**src/rtl/pwd_signal_ctrl.sv**
```systemverilog
`default_nettype none
// ============================================================================
// Module      : pwd_signal_ctrl
// Description : Registered password-difference classifier driving the RGB LED,
//               with consecutive-failure counting and timed blinking lockout.
// Revision    : 1.0 - initial release
// ============================================================================
module pwd_signal_ctrl #(
    parameter int WIDTH       = 5,
    parameter int NEAR_THR    = 3,
    parameter int HOLD_CYCLES = 50000000,
    parameter int MAX_FAIL    = 3,
    parameter int LOCK_CYCLES = 500000000,
    parameter int BLINK_HALF  = 12500000,
    parameter int FAIL_W      = $clog2(MAX_FAIL + 1)
) (
    input  logic              clk,
    input  logic              rst,
    input  logic              In_valid,
    input  logic [WIDTH-1:0]  In,
    output logic [2:0]        LED,
    output logic [FAIL_W-1:0] fail_count,
    output logic              locked,
    output logic              busy
);

    localparam int c_TMR_MAX = (HOLD_CYCLES > LOCK_CYCLES) ? HOLD_CYCLES : LOCK_CYCLES;
    localparam int c_TMR_W   = $clog2(c_TMR_MAX + 1);
    localparam int c_BLK_W   = $clog2(BLINK_HALF + 1);

    localparam logic [c_TMR_W-1:0] c_HOLD_LD = c_TMR_W'(HOLD_CYCLES - 1);
    localparam logic [c_TMR_W-1:0] c_LOCK_LD = c_TMR_W'(LOCK_CYCLES - 1);
    localparam logic [c_BLK_W-1:0] c_BLK_LD  = c_BLK_W'(BLINK_HALF - 1);
    localparam logic [WIDTH:0]     c_NEAR    = (WIDTH + 1)'(NEAR_THR);
    localparam logic [FAIL_W-1:0]  c_MAX     = FAIL_W'(MAX_FAIL);
    localparam logic [FAIL_W-1:0]  c_LAST    = FAIL_W'(MAX_FAIL - 1);

    localparam logic [2:0] c_LED_OFF   = 3'b000;
    localparam logic [2:0] c_LED_GREEN = 3'b001;
    localparam logic [2:0] c_LED_BLUE  = 3'b010;
    localparam logic [2:0] c_LED_RED   = 3'b100;

    typedef enum logic [1:0] {
        S_IDLE = 2'd0,
        S_SHOW = 2'd1,
        S_LOCK = 2'd2
    } state_t;

    state_t             r_state;
    logic [c_TMR_W-1:0] r_tmr;
    logic [c_BLK_W-1:0] r_blk;

    logic [WIDTH:0]     w_in_ext;
    logic [WIDTH:0]     w_mag;
    logic               w_exact;
    logic               w_near;
    logic               w_lock_hit;
    logic [FAIL_W-1:0]  w_fail_inc;

    // One extra bit keeps |most-negative| representable, so it lands in FAR.
    assign w_in_ext   = {In[WIDTH-1], In};
    assign w_mag      = In[WIDTH-1] ? -w_in_ext : w_in_ext;
    assign w_exact    = (In == '0);
    assign w_near     = !w_exact && (w_mag <= c_NEAR);
    assign w_fail_inc = fail_count + FAIL_W'(1);
    assign w_lock_hit = (fail_count >= c_LAST);

    always_ff @(posedge clk) begin
        if (rst) begin
            r_state    <= S_IDLE;
            r_tmr      <= '0;
            r_blk      <= '0;
            LED        <= c_LED_OFF;
            fail_count <= '0;
            locked     <= 1'b0;
            busy       <= 1'b0;
        end else begin
            case (r_state)
                S_IDLE: begin
                    if (In_valid) begin
                        busy <= 1'b1;
                        if (w_exact) begin
                            LED        <= c_LED_GREEN;
                            fail_count <= '0;
                            r_tmr      <= c_HOLD_LD;
                            r_state    <= S_SHOW;
                        end else if (w_lock_hit) begin
                            // Lockout shows only red, starting in its on phase.
                            LED        <= c_LED_RED;
                            fail_count <= c_MAX;
                            locked     <= 1'b1;
                            r_tmr      <= c_LOCK_LD;
                            r_blk      <= c_BLK_LD;
                            r_state    <= S_LOCK;
                        end else begin
                            LED        <= w_near ? c_LED_BLUE : c_LED_RED;
                            fail_count <= w_fail_inc;
                            r_tmr      <= c_HOLD_LD;
                            r_state    <= S_SHOW;
                        end
                    end
                end
                S_SHOW: begin
                    if (r_tmr == '0) begin
                        LED     <= c_LED_OFF;
                        busy    <= 1'b0;
                        r_state <= S_IDLE;
                    end else begin
                        r_tmr <= r_tmr - c_TMR_W'(1);
                    end
                end
                S_LOCK: begin
                    if (r_tmr == '0) begin
                        LED        <= c_LED_OFF;
                        fail_count <= '0;
                        locked     <= 1'b0;
                        busy       <= 1'b0;
                        r_state    <= S_IDLE;
                    end else begin
                        r_tmr <= r_tmr - c_TMR_W'(1);
                        if (r_blk == '0) begin
                            LED   <= {~LED[2], 2'b00};
                            r_blk <= c_BLK_LD;
                        end else begin
                            r_blk <= r_blk - c_BLK_W'(1);
                        end
                    end
                end
                default: begin
                    LED     <= c_LED_OFF;
                    locked  <= 1'b0;
                    busy    <= 1'b0;
                    r_state <= S_IDLE;
                end
            endcase
        end
    end

endmodule
`default_nettype wire

```
**config.mk**
```make
export PLATFORM = sky130hd
export DESIGN_NAME = pwd_signal_ctrl
export DESIGN_NICKNAME = d
export VERILOG_FILES = /design/src/rtl/pwd_signal_ctrl.sv
export SDC_FILE = /design/constraint.sdc
export NUM_CORES = 1
export LEC_CHECK = 0
export ABC_AREA = 0
export CORE_AREA = 10 10 89 91
export CTS_CLUSTER_SIZE = 20
export DETAILED_ROUTE_END_ITERATION = 6
export DIE_AREA = 0 0 99 101
export PLACE_DENSITY = 0.89
export SYNTH_ARGS = -nofsm -noshare
export SYNTH_HDL_FRONTEND = slang
export SYNTH_SLANG_ARGS = --single-unit
```
**constraint.sdc**
```tcl
create_clock -name clk -period 9.16 [get_ports clk]
set_input_delay 2.748 -clock clk [delete_from_list [all_inputs] [get_ports clk]]
set_output_delay 2.748 -clock clk [all_outputs]
set_load 0.005 [all_outputs]
```
Word-level counts from Yosys, hierarchy flattened
Cells that the tools add are included.

Input port bits: 8. Word-level logic and storage cells: 77. Bits in registers: 62. Output and inout bits: 7.

Bitwise gates (word level): 2. Multiplexer cells: 36. Reductions and logical operators: 15. Equality and inequality tests: 11. Order comparisons: 2. Add/sub/neg operators: 4.

Operator list (count): 24-bit two-way mux (5); 29-bit two-way mux (4); 29-bit case mux with 2 select lines (1); 24-bit case mux with 2 select lines (1); 29-bit logical NOT (1); 29-bit by 1-bit subtractor with 29-bit output (second input constant) (1); 24-bit logical NOT (1); 24-bit by 1-bit subtractor with 24-bit output (second input constant) (1); 3-bit two-way mux (7); 2-bit two-way mux (7); 2-bit inequality test (second input constant) (7); 5-bit AND reduction (2); 3-bit case mux with 3 select lines (1); 3-bit AND reduction (3); 2-bit case mux with 2 select lines (2); 6-bit by 2-bit less-or-equal comparator with 1-bit output (second input constant) (1); 6-bit two-way mux (1); 6-bit negation (1); 5-bit logical NOT (1); 1-bit two-way mux (5); 2-bit nonzero test (2); 3-bit inequality test (second input constant) (1); 1-bit case mux with 3 select lines (1); 2-bit by 1-bit adder with 2-bit output (second input constant) (1); 11 further kinds (12).

Longest topological paths before layout
Depth after elaboration: 9. Gate-level depth with buffers: 10. Mapped depth without buffers: 7.

Least setup slack after synthesis
Ideal clock, no wire load.

Path kind: input port to flip-flop. From: input port In[0]. To: register r_blk[21]. Data required time: 9.023 ns. Buffers on the path: 1. Path slack: 4.374 ns. Stages on the path: 8. Setup time: 0.137 ns. Data arrival time: 4.649 ns. Cell sequence: inv_1 ha_1 nor4b_1 a2bb2oi_1 nor4_1 a21oi_1 buf_2 o211ai_1.

Longest elaborated chain between the ends: 3.

RTL lines: start, declared (line 20) `input logic [WIDTH-1:0] In,`; 5-bit logical NOT (line 63) `assign w_exact = (In == '0);`; 2-bit inequality test (no source line); 5-bit AND reduction (no source line); end signal, assigned (line 93) `r_blk <= c_BLK_LD;`; end signal, assigned (line 123) `r_blk <= c_BLK_LD;`; end signal, assigned (line 125) `r_blk <= r_blk - c_BLK_W'(1);`; end, declared (line 51) `logic [c_BLK_W-1:0] r_blk;`.

Every way passes these cells. A chain may end at the register's enable or synchronous reset.

Worst setup path after layout
From: input port In[0]. To: register r_blk[13].

The elaborated chain is that of the path after synthesis.

==> out/results.ini <==
[routing]
first_iter_violations=644
viasPerCell=7.32
routed_wl_um=10900
via_count=4203
firstDrtPassIters=5
post_drt_wl_per_cell_um=18.9
final_antenna_net_count=0
route.detailed.drc=0

[pwr]
p_int_uw=856
p_sw_uw=765
combPwrFrac_pct=51.8
switching_share_pct=47.2
power.ir.vdd_worst_mv=0.252
seq_power_share_pct=27.8
powerDensity_mw_per_mm2=378
pwr-share-clk_pct=20.4
leakagePower_nw=1.45

[setup_path]
required_ps=9440
cp-end-kind=flop
critPathKind=primary input to flop
worstPathArrival_ps=5610
startpoint_type=primary input
path_max_fanout=10

[placed_design]
dpl.hpwl_um=7110
place_area_mm2=0.00403
place.gp.congestion=0.961
placed_cells=558
numPortBuffers=14

[flow_run]
cap_violations=0

[timing]
hold_viol_final=0
final.period_utilization_pct=58.1
fin_skew_ps=12.8
max_freq_mhz=188
rsz0062_at_grt=false
hold_ws_ps=470
min_period_ps=5320
drv_slew=0
worstMarginPinSlew_ps=1080
tns_ps=0
final-setup-viol-count=0
timing.slew.headroom_pct=25.6

[layout]
layout.cells.non_filler=574
antenna_cells=0
finalNetCount=507
syn2layout_area_growth_pct=9.37
drive_above_1_share_pct=7.04
design_area_mm2=0.00430

[worst_hold_path]
hp-class=flop to flop

[clock_tree]
clkSlewWorstSetupHoldPaths_ps=80
h-tree-depth=3
cts.sinks=62
cts_tree=done
post-cts-setup-buffer-count=0
cts_resized=0
cts_buffers=9
hold_buffers=0
root_buffer=clkbuf_8
clockBufferDepth=2
clk_latency_ps=360

[yosys]
synth_enable_flop_cells=0
synth_cell_types=65
syn_area_mm2=0.00393
syn_area_per_cell_um2=7.92
synth_warnings=0
synth_flop_cell=dfxtp_1
synthCells=496
ys_seq_elements=62
async_reset_ff_share_pct=0
syn_nets=511
ys_seq_area_share_pct=31.6

[floorplanning]
dieArea_mm2=0.0100
initial_core_util_pct=63.3
die_h_um=101
rows=29
ios=15
core-area_mm2=0.00620
die_w_um=99

[status]
status=completed

[global_routing]
grt_pass1_vias=3922
grt_pass1_wl_um=18300
grt_usage_pct=21.5
grt_max_degree=60
grt_overflow_total=0
antenna_found_initial=0

sequential cells by signal (all words and copies together), names as in the netlist:
name        count
busy            1
fail_count      2
LED             3
r_state         2
r_blk          24
locked          1
r_tmr          29
Yosys cell counts, types with 11 or more instances:
library cell	instances	area, µm²
dfxtp_1	62	1240
nor2_1	41	154
nand2_1	29	109
a21oi_1	28	140
clkbuf_1	25	93.8
or4_1	25	188
o21ai_0	24	120
nor3_1	22	110
or3_1	22	138
a31oi_1	21	131
inv_1	20	75.1
nor4_1	16	100
nand3_1	15	75.1
o211ai_1	13	97.6
o31ai_1	12	90.1
nand4_1	11	68.8
power by group through the flow:
| stage | Sequential [mW] | Combinational, mW | Clock (mW) |
|---|---|---|---|
| 2_1_floorplan | 0.424 | 0.647 | 0 |
| 3_3_place_gp | 0.445 | 0.782 | 0 |
| 3_5_place_dp | 0.451 | 0.807 | 0 |
| 4_1_cts | 0.447 | 0.815 | 0.331 |
| 5_1_grt | 0.463 | 0.924 | 0.346 |
| 6_report | 0.451 | 0.840 | 0.331 |
metrics by stage:
stage	setup WS [ps]	utilization [%]	total power [mW]
global placement	3690	64.9	1.23
finish	3840	69.2	1.62
floorplan	4370	-	1.07
global route	3690	69.2	1.73
detailed placement	3550	64.9	1.26
CTS	3870	69.2	1.59
layout by cell type (no fill, tap or decap), drive strengths merged, types with 4 or more instances in the layout:
cell	n
a211o	4
a211oi	6
a21oi	28
a311oi	4
a31oi	22
buf	5
bufinv	4
clkbuf	9
clkdlybuf4s50	13
dfxtp	62
ha	7
inv	21
nand2	29
nand3	15
nand3b	4
nand4	11
nand4b	4
nor2	41
nor2b	4
nor3	24
nor3b	4
nor4	18
o211ai	13
o21ai	26
o31ai	14
o32ai	5
o41ai	7
or3	22
or4	27
or4b	4
logic make-up (layout without fill, tap and decap cells):
logic type | Yosys count | after routing | synth area share [%]
AOI/OAI and AO/OA | 151 | 151 | 26.8
adders and majority gates | 7 | 7 | 2.23
buffers and inverters | 53 | 54 | 6.05
DFF | 62 | 62 | 31.6
muxes | 3 | 3 | 0.765
and+or+nand+nor | 220 | 220 | 32.5
area by class of cell:
type,instances,area [µm²]
sequential,62,1240
tap,77,96.3
multi-input combinational,381,2450
inverter,20,75.1
timing repair buffer,18,165
clock inverter,7,145
fill,480,1910
clock buffer,9,124
critical path: stages:
cell and delay (ps):
clkdlybuf4s50_1 480, inv_1 50, ha_1 230, nor4b_1 150, buf_4 160, o22ai_1 550
nand2_1 370, or4b_2 690, a31oi_1 170
metal layers:
| metal | vias to the layer above | share of wire, % | track usage (%) |
|---|---|---|---|
| met5 | - | 0 | 0 |
| met4 | 0 | 3.3 | 12.0 |
| met3 | 48 | 9.2 | 6.10 |
| met2 | 256 | 46 | 32.4 |
| met1 | 1944 | 42 | 26.9 |
| li1 | 1955 | - | - |
path summary, 6_finish.rpt:
path / from / to / slack, ps / cells past startpoint
max: In[0] / r_blk[13] / 3840 / 9
min: LED[0] / LED[0] / 470 / 2
max reg2reg: r_tmr[14] / r_blk[3] / 5980 / 5
min reg2reg: LED[0] / LED[0] / 470 / 2
(Power assumes the default switching activity.)
